**src/rtl/imm_decode_stage.sv**
```systemverilog
// Decode front end: opcode -> immediate select/extend, buffered in a 2-entry skid FIFO.
// Optional IMM_ILLEGAL_TRAP_EN adds out_illegal for unmapped opcodes.
module imm_decode_stage #(
  parameter int DEPTH = 2
) (
  input  logic        clk,
  input  logic        rst,
  input  logic        flush,
  input  logic        in_valid,
  output logic        in_ready,
  input  logic [31:0] in_instr,
  input  logic [31:0] in_pc,
  output logic        out_valid,
  input  logic        out_ready,
  output logic [31:0] out_instr,
  output logic [31:0] out_pc,
  output logic [31:0] out_imm,
  output logic [1:0]  out_sext_type,
`ifdef IMM_ILLEGAL_TRAP_EN
  output logic        out_illegal,
`endif
  output logic        out_uses_imm
);

  localparam logic [1:0] FULL = DEPTH[1:0];

  localparam logic [6:0] OP_IMM = 7'b0010011;
  localparam logic [6:0] OP_LD  = 7'b0000011;
  localparam logic [6:0] OP_JLR = 7'b1100111;
  localparam logic [6:0] OP_SYS = 7'b1110011;
  localparam logic [6:0] OP_ST  = 7'b0100011;
  localparam logic [6:0] OP_BR  = 7'b1100011;
  localparam logic [6:0] OP_LUI = 7'b0110111;
  localparam logic [6:0] OP_AUI = 7'b0010111;
  localparam logic [6:0] OP_JAL = 7'b1101111;
  localparam logic [6:0] OP_R   = 7'b0110011;

  typedef struct packed {
    logic [31:0] instr;
    logic [31:0] pc;
    logic [31:0] imm;
    logic [1:0]  sext_type;
`ifdef IMM_ILLEGAL_TRAP_EN
    logic        illegal;
`endif
    logic        uses_imm;
  } entry_t;

  entry_t     dec;
  entry_t     mem [2];
  logic       wr_ptr;
  logic       rd_ptr;
  logic [1:0] count;
  logic [1:0] count_nx;
  logic       push;
  logic       pop;
  logic [6:0] opc;
  logic [31:0] i;

  assign i   = in_instr;
  assign opc = in_instr[6:0];

  always_comb begin
    dec           = '0;
    dec.instr     = in_instr;
    dec.pc        = in_pc;
    dec.uses_imm  = 1'b1;
    unique case (1'b1)
      (opc == OP_IMM), (opc == OP_LD),
      (opc == OP_JLR), (opc == OP_SYS): begin
        dec.imm = {{20{i[31]}}, i[31:20]};
      end
      (opc == OP_ST): begin
        dec.imm = {{20{i[31]}}, i[31:25], i[11:7]};
      end
      (opc == OP_BR): begin
        dec.sext_type = 2'b01;
        dec.imm = {{19{i[31]}}, i[31], i[7],
                   i[30:25], i[11:8], 1'b0};
      end
      (opc == OP_LUI), (opc == OP_AUI): begin
        dec.sext_type = 2'b10;
        dec.imm = {i[31:12], 12'b0};
      end
      (opc == OP_JAL): begin
        dec.sext_type = 2'b11;
        dec.imm = {{11{i[31]}}, i[31], i[19:12],
                   i[20], i[30:21], 1'b0};
      end
      (opc == OP_R): begin
        dec.uses_imm = 1'b0;
      end
      default: begin
        dec.uses_imm = 1'b0;
`ifdef IMM_ILLEGAL_TRAP_EN
        dec.illegal  = 1'b1;
`endif
      end
    endcase
  end

  assign out_valid = (count != 2'd0);
  assign push = in_valid & in_ready & ~flush;
  assign pop  = out_valid & out_ready & ~flush;

  always_comb begin
    count_nx = count;
    if (flush)
      count_nx = 2'd0;
    else if (push && !pop)
      count_nx = count + 2'd1;
    else if (pop && !push)
      count_nx = count - 2'd1;
  end

  // in_ready is registered so there is no ready path from execute back to fetch.
  always_ff @(posedge clk or posedge rst) begin
    if (rst) begin
      wr_ptr   <= 1'b0;
      rd_ptr   <= 1'b0;
      count    <= 2'd0;
      in_ready <= 1'b1;
      mem[0]   <= '0;
      mem[1]   <= '0;
    end else begin
      count    <= count_nx;
      in_ready <= (count_nx != FULL);
      if (flush) begin
        wr_ptr <= 1'b0;
        rd_ptr <= 1'b0;
      end else begin
        if (push) begin
          mem[wr_ptr] <= dec;
          wr_ptr      <= ~wr_ptr;
        end
        if (pop)
          rd_ptr <= ~rd_ptr;
      end
    end
  end

  assign out_instr     = mem[rd_ptr].instr;
  assign out_pc        = mem[rd_ptr].pc;
  assign out_imm       = mem[rd_ptr].imm;
  assign out_sext_type = mem[rd_ptr].sext_type;
  assign out_uses_imm  = mem[rd_ptr].uses_imm;
`ifdef IMM_ILLEGAL_TRAP_EN
  assign out_illegal   = mem[rd_ptr].illegal;
`endif

endmodule

```
**config.mk**
```make
export PLATFORM = sky130hd
export DESIGN_NAME = imm_decode_stage
export DESIGN_NICKNAME = d
export VERILOG_FILES = /design/src/rtl/imm_decode_stage.sv
export SDC_FILE = /design/constraint.sdc
export NUM_CORES = 1
export LEC_CHECK = 0
export BUFFER_PORTS_ARGS = -buffer_cell sky130_fd_sc_hd__buf_2
export CAP_MARGIN = 20
export CORE_ASPECT_RATIO = 0.6
export CORE_MARGIN = 5
export CORE_UTILIZATION = 40
export DETAILED_ROUTE_END_ITERATION = 16
export REMOVE_ABC_BUFFERS = 1
export SYNTH_ARGS = -nofsm -noshare
export SYNTH_HDL_FRONTEND = slang
export SYNTH_SLANG_ARGS = --single-unit
```
**constraint.sdc**
```tcl
create_clock -name clk -period 10.3 [get_ports clk]
set_input_delay 3.09 -clock clk [delete_from_list [all_inputs] [get_ports clk]]
set_output_delay 3.09 -clock clk [all_outputs]
set_load 0.02 [all_outputs]
```
* Word level (Yosys, flattened, before mapping)
Cells that the tools add are included.
** Storage, ports and cells
- Register bits :: 203
- Bits of input ports :: 69
- Output and inout port bits :: 101
- Word-level logic and storage cells :: 66
** Operators by class
- Add/subtract/negate cells :: 2
- $lt $le $gt $ge :: 3
- Equal/unequal tests :: 10
- Mux-type cells :: 16
- Bitwise logic cells :: 9
- Reductions and logical operators :: 12
** Operators with widths (number)
- 2-to-1 mux 99 bit :: 4
- bitwise mux 198 bit :: 1
- case mux 32 bit (5 select lines) :: 1
- demux 99 bit (select 1 bit) :: 1
- == test 7 bit, second input constant :: 4
- == test 7 x 5 -> 1 bit, second input constant :: 2
- == test 7 x 6 -> 1 bit, second input constant :: 2
- OR reduction 9 bit :: 1
- == test 7 x 2 -> 1 bit, second input constant :: 1
- 2-to-1 mux 2 bit :: 3
- case mux 2 bit (3 select lines) :: 1
- nonzero test 2 bit :: 3
- 2-to-1 mux 1 bit :: 5
- AND 1 bit :: 4
- greater-or-equal comparator 2 bit, second input constant :: 2
- inverter 1 -> 2 bit :: 2
- OR reduction 4 bit :: 1
- logical AND 1 bit :: 3
- inverter 1 bit :: 3
- adder 2 x 1 -> 2 bit, second input constant :: 1
- logical NOT 1 bit :: 2
- less-than comparator 2 x 1 -> 1 bit, second input constant :: 1
- != test 2 bit, second input constant :: 1
- AND reduction 2 bit :: 1
- 2 further kinds :: 2

* Logic depth before layout (Yosys ltp)
Gate-level depths: netlist of run 1.
- Depth in word-level cells :: 8
- Mapped depth :: 6
- Mapped depth without buffers :: 6

* Worst setup path before layout of run 1
OpenSTA, ideal clock, no wires.
- Path type :: register -> output
- Start :: reg rd_ptr
- End :: out out_instr[17]
- Data arrival time :: 1.300 ns
- Data required time :: 7.210 ns
- Path slack :: 5.910 ns
- Cell stages (with the launch flop) :: 4
- Buffers on the path :: 2
- Cells stage by stage :: dfrtp_1 > clkbuf_1 > clkbuf_1 > mux2_2
** On the way
- Word-level cells in the longest chain between the ends :: 4
** Ends and longest elaborated chain
- start: declaration :: line 52 : logic rd_ptr;
- start signal: assignment :: line 137 : rd_ptr <= ~rd_ptr;
- inverter 1 -> 2 bit (implied by the code) :: line 142 : assign out_instr = mem[rd_ptr].instr;
- 2-to-1 mux 99 bit (3 in a row)
- end: declaration :: line 15 : output logic [31:0] out_instr,
No other way between the ends. The select of a mux whose other input is x is not followed.

* Worst setup path in the final report of run 1
- Start :: reg rd_ptr
- End :: out out_instr[3]
The elaborated chain is that of the path after synthesis.

==> run metrics, run 1 <==
clk sink count between 200 and 250; Avg WL per Cell between 15 and 20 um; H-tree depth 1; switching pwr approximately 1.2 mW; Startpoint Class flop; Worst EP arrival around 2.6 ns; Hold Crit Class flop to flop; Worst Reg2Reg Path Length in Cells 5; Cells after Synth between 900 and 1k; grt total ovfl 0; largest net degree at the start of global routing 129; vias in the first global route 7025; worst setup margin between 4 and 5 ns; cell taking the most area after synthesis dfrtp_1; hold path depth 2; # hold bufs at CTS 0; GRT Overall Usage 0.182; most frequent cells in the layout nand2_1, dfrtp_1, buf_2; sequential power share 0.390; I/O pins 170; input/output buffers approximately 170; hold-critical path endpoint mem[53]; Die ar. approximately 26000 sq um; Worst path top cell family by delay buffers and inverters; setup tns final 0 ns; total iterations of the first detailed-routing run 6; # rows 43; YS warnings 0; LEAKAGE between 5 and 6 nW; CP Class flop to output pin; final period demand of the worst path around 5.7 ns; WHS 0.466 ns; CTS Buf Count 21; clock skew 0.00587 ns; global-route wire length before repair 38.9 mm; sw frac 0.374; antenna violations before repair 1; Place WS roughly 5 ns; Max VDD drop ~180 uV; Residual DRC 0; via/cell ratio between 4 and 5; PostCTS Resize Cnt 0; Yosys top cell area share 0.549; R2R setup slack slightly below 8 ns; Seq/Total Area, Yosys 0.552; top post-synthesis cells by area dfrtp_1, nand2_1, mux2_2; Clock Root Buffer clkbuf_16; Non-Filler Instances about 1.4k; CP max FO 49; Post-CTS Setup Bufs 0; later-pin clock latency in the skew report around 0.49 ns; clk buf depth 3; setup violators final 0; Starting Density 0.403; status finished clean; largest stage delay on the critical path ~0.57 ns; CP required just over 7 ns; worst-path cell chain buf_4 > buf_16 > mux2_2 > buf_2; Mapped Area ~9200 sq um; GPL Wtd Cong about 0.74; layout cells sized above 1 0.296; Logic pwr share 0.379; dpl hpwl around 15 mm; worst path bufs/invs 3; Synth Area per Inst 9.72 sq um; Worst Tran Pin Value between 0.9 and 1 ns; final net count 1159; CORE AREA ~23000 sq um; clock-pin slew on the worst setup and hold paths 0.06 ns; RSZ-0062 raised after global routing no; max-slew violation count 0; Die H 128 um; via count 6922; Reg-to-Reg Start in_ready; HP Start mem[53]; n_diodes 0; worst rel slew slack 0.370; final count of hold timing violations 0; Yosys cell types between 40 and 50; Max Cap Viol 0; Critical R2R Capture mem[131]; Final ANT Viol Nets 0; clock power share 0.231; internal power approximately 2.0 mW; power per cell area around 290 nW/um^2; Critical Path End Type output pin; initial DRC count 339; post-synthesis register bit count just over 200; die width 206 um; CTS tree done; Tcrit/Tclk final 0.550; slowest library cell on the worst path dfrtp_4; final WL between 20 and 25 mm; Area growth, synth to finish 19.2%; Placed Cells 1379; most common cell after layout, fill and taps aside nand2_1; Fmax achieved 0.177 GHz
registers in the layout, indices dropped and copies added, names as in the netlist:
name      cells
in_ready      1
wr_ptr        1
mem         198
count         2
rd_ptr        1
layout make-up:
| class | count | area (sq um) |
|---|---|---|
| inverters | 8 | 37.5 |
| clock inverters | 4 | 27.5 |
| repair buffers | 179 | 965 |
| fillers | 2188 | 11900 |
| flip-flops and latches | 203 | 5080 |
| well taps | 315 | 394 |
| multi-input cells | 676 | 3820 |
| clock buffers | 33 | 641 |
worst min-delay path, cell delays in order (launching register included):
cell and delay, ns:
dfrtp_1 0.33, nand2_1 0.05, nand2_1 0.05
kinds of logic after synthesis:
logic type | share of synthesized area
muxes | 0.122
buffers and inverters | 0.0340
adders and majority gates | 0.00136
and+or+nand+nor | 0.206
AOI/OAI and AO/OA | 0.0794
xor gates and xnor gates | 0.00476
DFF | 0.552
power groups by stage:
stage / Combinational [mW] / Clock (mW) / Sequential, mW
6_report: 1.21 / 0.738 / 1.25
5_1_grt: 1.33 / 0.790 / 1.29
4_1_cts: 1.23 / 0.761 / 1.25
3_5_place_dp: 1.22 / 0 / 1.26
3_3_place_gp: 1.20 / 0 / 1.25
2_1_floorplan: 0.834 / 0 / 1.25
through the flow:
stage / util / total power [mW] / instance area, sq um
6_report: 0.480 / 3.20 / 11000
5_1_grt: 0.480 / 3.41 / 11000
4_1_cts: 0.478 / 3.24 / 10900
3_5_place_dp: 0.449 / 2.48 / 10300
3_3_place_gp: 0.448 / 2.45 / 10200
2_1_floorplan: - / 2.08 / 8920
Yosys cell counts, drive strengths merged:
| cell | count |
|---|---|
| o211a | 1 |
| xnor2 | 3 |
| nand3 | 4 |
| nand4b | 1 |
| and3 | 3 |
| a221o | 16 |
| or2 | 1 |
| a211oi | 3 |
| nor3b | 1 |
| xor2 | 2 |
| and4b | 2 |
| a21o | 4 |
| nand2b | 1 |
| a21oi | 6 |
| inv | 8 |
| clkbuf | 14 |
| nand4bb | 1 |
| nand3b | 2 |
| a31oi | 4 |
| dfstp | 1 |
| mux2 | 100 |
| buf | 46 |
| nor4bb | 1 |
| or3 | 3 |
| dfrtp | 202 |
| a211o | 1 |
| nand2 | 435 |
| nor2 | 9 |
| o21ai | 31 |
| nor2b | 3 |
| o211ai | 22 |
| and2 | 3 |
| ha | 1 |
| and4bb | 1 |
| o221ai | 8 |
| nor3 | 3 |
worst max path at each step:
| stage | slack [ns] | cells after the start | end | startpoint |
|---|---|---|---|---|
| after floorplan | 1.67 | 1 | count[0] | rst |
| after global routing | 4.54 | 4 | out_instr[31] | rd_ptr |
| final | 4.64 | 4 | out_instr[3] | rd_ptr |
| after global placement | 4.97 | 3 | out_instr[31] | rd_ptr |
| after CTS | 4.60 | 4 | out_instr[31] | rd_ptr |
| after detailed placement | 4.98 | 6 | mem[120] | in_valid |
layer usage:
layer | share of wire | routed length, um | track usage | up-vias
met5 | 0.00042 | 10 | 0 | -
met4 | 0.014 | 325 | 0.0270 | 2
met3 | 0.061 | 1450 | 0.0332 | 27
met2 | 0.41 | 9740 | 0.265 | 176
met1 | 0.52 | 12300 | 0.289 | 3316
li1 | - | - | - | 3401
Note: power is estimated with default switching activity, not from simulation.
==> run 2, diff against run 1 <==
--- a/config.mk
+++ b/config.mk
@@ -5,6 +5,7 @@
 export SDC_FILE = /design/constraint.sdc
 export NUM_CORES = 1
 export LEC_CHECK = 0
+export ABC_AREA = 1
 export BUFFER_PORTS_ARGS = -buffer_cell sky130_fd_sc_hd__buf_2
 export CAP_MARGIN = 20
 export CORE_ASPECT_RATIO = 0.6
==> constraint.sdc (replaced) <==
create_clock -name clk -period 5.8 [get_ports clk]
set_input_delay 1.74 -clock clk [delete_from_list [all_inputs] [get_ports clk]]
set_output_delay 1.74 -clock clk [all_outputs]
set_load 0.02 [all_outputs]
==> run 2 against run 1 <==
Clock power grew 72%; cell area grew 1.5%; combinational power shrank 16%; register-to-register slack lost 4.2 ns; global-route usage is essentially flat; critical path type unchanged; largest power group unchanged.
==> run metrics, run 2 <==
cell taking the most area after synthesis dfrtp_1; via/cell ratio about 4.7; status finished clean; Largest Register mem; Residual DRC 0; total iterations of the first detailed-routing run 5; Die H ~130 um; Yosys top cell area share 0.531; Place WS 2.09 ns; largest net degree at the start of global routing ~140; CTS tree done; clk sink count roughly 200; layout cells sized above 1 0.187; Worst Tran Pin Value a little over 1 ns; final WL ~25 mm; Critical Path End Type output pin; n_diodes 0; hold-critical path endpoint mem[40]; Core Util, Final 0.479; Clock Root Buffer clkbuf_16; most frequent cells after synthesis nand2_1, dfrtp_1, inv_1; RSZ-0062 raised after global routing no; top post-synthesis cells by area dfrtp_1, nand2_1, o21ai_1; die width roughly 210 um; Synth Flop Type dfrtp_1; global-route wire length before repair between 40 and 50 mm; hold path depth 2; CP max FO just under 70; internal power roughly 2.8 mW; sequential power share 0.458; Worst Reg2Reg Path Length in Cells 7; setup violators final 0; CP required between 4 and 5 ns; CTS Buf Count 21; HP Start mem[40]; Fmax achieved between 0.2 and 0.25 GHz; fillers 2336; Final ANT Viol Nets 0; initial DRC count approximately 600; sw frac 0.335; clk buf depth 3; CP Class flop to output pin; max reg flops between 150 and 200; Critical R2R Capture mem[167]; most frequent cells in the layout nand2_1, dfrtp_1, buf_2; post-synthesis register bit count 203; Avg WL per Cell between 10 and 15 um; final count of hold timing violations 0; Reg-to-Reg Start in_ready; R2R setup slack approximately 3.6 ns; CORE AREA around 23000 sq um; PostCTS Resize Cnt 0; Die ar. 27100 sq um; antenna violations before repair 0; clock power share 0.301; clock-pin slew on the worst setup and hold paths 0.06 ns; Cells after Synth between 1k and 1.5k; setup tns final 0 ns; power per cell area between 300 and 400 nW/um^2; later-pin clock latency in the skew report around 0.49 ns; vias in the first global route about 7.6k; via count 7996; final period demand of the worst path about 4.2 ns; Hold Crit Class flop to flop; GRT Overall Usage 0.182; Logic pwr share 0.241; largest registers mem x198, count x2; Placed Cells ~1.7k; grt total ovfl 0; Startpoint Class flop; Pwr Total 4.21 mW; Post-CTS Setup Bufs 0; Max VDD drop between 100 and 150 uV; # rows 43; count leader, synth nand2_1; ys async rst share 1.00; Yosys cell types 26; input/output buffers ~170; clock skew 0.0112 ns; EDFF count, synth 0; worst rel slew slack 0.326; Synth Area per Inst about 7.7 sq um; final net count about 1.4k; max-slew violation count 0; worst setup margin between 1.5 and 2 ns; Tcrit/Tclk final 0.722; dpl hpwl around 16 mm; Seq/Total Area, Yosys 0.534; Max Cap Viol 0; Mapped Area roughly 9500 sq um; Starting Density 0.410; LEAKAGE 6.53 nW; switching pwr around 1.4 mW; # hold bufs at CTS 0; most common cell after layout, fill and taps aside nand2_1; Non-Filler Instances 1699; H-tree depth 1; I/O pins between 150 and 200; GPL Wtd Cong between 0.7 and 0.8; Area growth, synth to finish 17.1%; YS warnings 0; Worst EP arrival about 2.4 ns
==> run 2: area by class of cell <==
type / instances / area (sq um) / share of cell area
clock buffers: 27 / 588 / 0.0528
clock inverters: 9 / 48.8 / 0.00438
inverters: 88 / 344 / 0.0309
multi-input cells: 879 / 3760 / 0.337
flip-flops and latches: 203 / 5080 / 0.456
well taps: 315 / 394 / 0.0354
repair buffers: 178 / 926 / 0.0831
==> run 2: cell families after synthesis <==
group                      Yosys count  synth area share
DFF                                203             0.534
AOI/OAI and AO/OA                  138            0.0731
xor gates and xnor gates             1          0.000920
adders and majority gates            1           0.00131
buffers and inverters              160            0.0720
and+or+nand+nor                    739             0.319
==> run 2: critical path: stages, from the launching register on <==
cell and delay (ns):
dfrtp_4 0.94, buf_4 0.54, nand2_1 0.10, nand2_1 0.12, buf_2 0.17
==> run 2: worst max path at each step <==
stage	end	slack, ns	depth (start not counted)	from
after CTS	out_instr[1]	1.59	4	rd_ptr
after global routing	out_instr[28]	1.41	4	rd_ptr
after global placement	mem[197]	2.14	8	in_valid
after detailed placement	mem[171]	2.09	8	in_valid
after floorplan	count[0]	-1.48	1	rst
final	out_instr[1]	1.62	4	rd_ptr
==> run 2: per-layer routing <==
metal  vias up  global-route usage  share of wire
met1      3713               0.286           0.52
li1       4073                   -              -
met2       187               0.271           0.42
met4         0              0.0242          0.012
met5         -                   0              0
met3        23              0.0315          0.053
==> run 2: power by group through the flow <==
stage                     combinational [mW]  clock (mW)  sequential, mW
final                                   1.02        1.27            1.93
after CTS                               1.04        1.31            1.93
after global placement                  1.02           0            1.94
after detailed placement                1.03           0            1.95
after global routing                    1.15        1.37            1.97
after floorplan                        0.705           0            1.90
==> run 2: stage by stage <==
step	area [sq um]	hold WS [ns]
floorplan	9160	0.442
global placement	10500	0.455
detailed placement	10500	0.458
CTS	11100	0.479
global route	11100	0.501
finish	11100	0.476
==> run 3, diff against run 2 <==
==> constraint.sdc (replaced) <==
create_clock -name clk -period 3.9 [get_ports clk]
set_input_delay 1.17 -clock clk [delete_from_list [all_inputs] [get_ports clk]]
set_output_delay 1.17 -clock clk [all_outputs]
set_load 0.02 [all_outputs]
==> run 3 against run 2 <==
Sequential share of layout area shrank 0.42 points; wire length grew 0.58%; power grew 50%; largest power group unchanged; final cell count grew 0.29%; critical path type unchanged; setup slack lost 0.97 ns; via count grew 0.53%.
==> run metrics, run 3 (same netlist as run 2, synthesis figures left out) <==
Non-Filler Instances ~1.7k; input/output buffers 169; Critical Path End Type output pin; Final ANT Viol Nets 0; Post-CTS Setup Bufs 0; worst-path cell chain clkinv_2 > buf_4 > nand2_1 > nand2_1 > buf_2; CP max FO 27; CP Class flop to output pin; Die ar. roughly 27000 sq um; WHS around 0.47 ns; Worst Reg2Reg Path Length in Cells 7; dpl hpwl 16.1 mm; Max Cap Viol 0; critical path startpoint rd_ptr; Worst EP arrival 2.09 ns; largest net degree at the start of global routing 116; setup tns final 0 ns; via count ~8.0k; Post-Layout Inst Area around 11000 sq um; Startpoint Class flop; most frequent cells in the layout nand2_1, dfrtp_1, buf_2; R2R setup slack 1.97 ns; setup violators final 0; HP Start mem[95]; clock-pin slew on the worst setup and hold paths 0.06 ns; Clock Root Buffer clkbuf_16; LEAKAGE 6.57 nW; Tcrit/Tclk final 0.835; Crit. path cell count 5; Worst path top cell family by delay buffers and inverters; vias in the first global route roughly 7.7k; fillers about 2.3k; Avg WL per Cell 14.8 um; n_diodes 0; hold-critical path endpoint mem[95]; CTS tree done; Place WS between 0.9 and 1 ns; clk sink count about 200; power per cell area around 560 nW/um^2; Area growth, synth to finish 18.1%; max reg flops approximately 200; Placed Cells ~1.7k; placed cell area 10600 sq um; layout cells sized above 1 0.187; Worst Tran Pin Value a little under 1 ns; Reg-to-Reg Start in_ready; GPL Wtd Cong between 0.7 and 0.8; status finished clean; Hold Crit Class flop to flop; final WL 25.3 mm; Max VDD drop around 280 uV; final count of hold timing violations 0; final net count 1446; Critical R2R Capture mem[99]; Fmax achieved ~0.3 GHz; Pwr Total around 6.3 mW; GRT Overall Usage 0.185; I/O pins 170; CORE AREA approximately 23000 sq um; Core Util, Final 0.484; via/cell ratio around 4.7; global-route wire length before repair ~42 mm; die width between 200 and 250 um; RSZ-0062 raised after global routing no; worst setup margin 0.642 ns; total iterations of the first detailed-routing run 5; largest stage delay on the critical path ~0.5 ns; largest registers mem x198, count x2; antenna violations before repair 0; max-slew violation count 0; Largest Register mem; initial DRC count around 580; CP required 2.73 ns; PostCTS Resize Cnt 0; clk buf depth 3; clock skew about 0.014 ns; # rows between 40 and 50; H-tree depth 1; Crit path top cell by count nand2_1; # hold bufs at CTS 0; Residual DRC 0; most common cell after layout, fill and taps aside nand2_1; final period demand of the worst path about 3.3 ns; worst rel slew slack 0.351; worst path bufs/invs 3; Die H 129 um; grt total ovfl 0; hold path depth 2; slowest library cell on the worst path dfrtp_4; Starting Density 0.410; CTS Buf Count 20; later-pin clock latency in the skew report a little under 0.5 ns
run 3: report_power, final:
group	leakage [nW]	switching (mW)	internal, mW
Sequential	2.63	0.235	2.59
Clock	0.324	0.797	1.15
Combinational	3.62	1.04	0.525
run 3: cell type report:
type,count,area [sq um],area share
inverters,88,344,0.0306
clock buffers,32,617,0.0549
clock inverters,3,40.0,0.00356
flip-flops and latches,203,5080,0.452
well taps,315,394,0.0351
multi-input cells,879,3760,0.334
repair buffers,184,1010,0.0897
run 3: worst max-delay path by stage:
stage | endpoint | slack (ns)
6_report | out_imm[31] | 0.64
5_1_grt | out_instr[23] | 0.51
4_1_cts | out_imm[31] | 0.62
3_5_place_dp | mem[132] | 0.98
3_3_place_gp | mem[132] | 1.03
2_1_floorplan | count[0] | -2.81
run 3: worst min-delay path: cells and delay by family, from the launching register on:
family	cells	cell delay [ns]
flops	1	0.34
simple gates	2	0.10
run 3: routing by layer:
layer  GRT usage  up-vias  share of wire
met2       0.281      171           0.41
met5           0        -              0
met1       0.282     3761           0.52
met3      0.0373       24          0.051
li1            -     4082              -
met4      0.0276        0          0.013
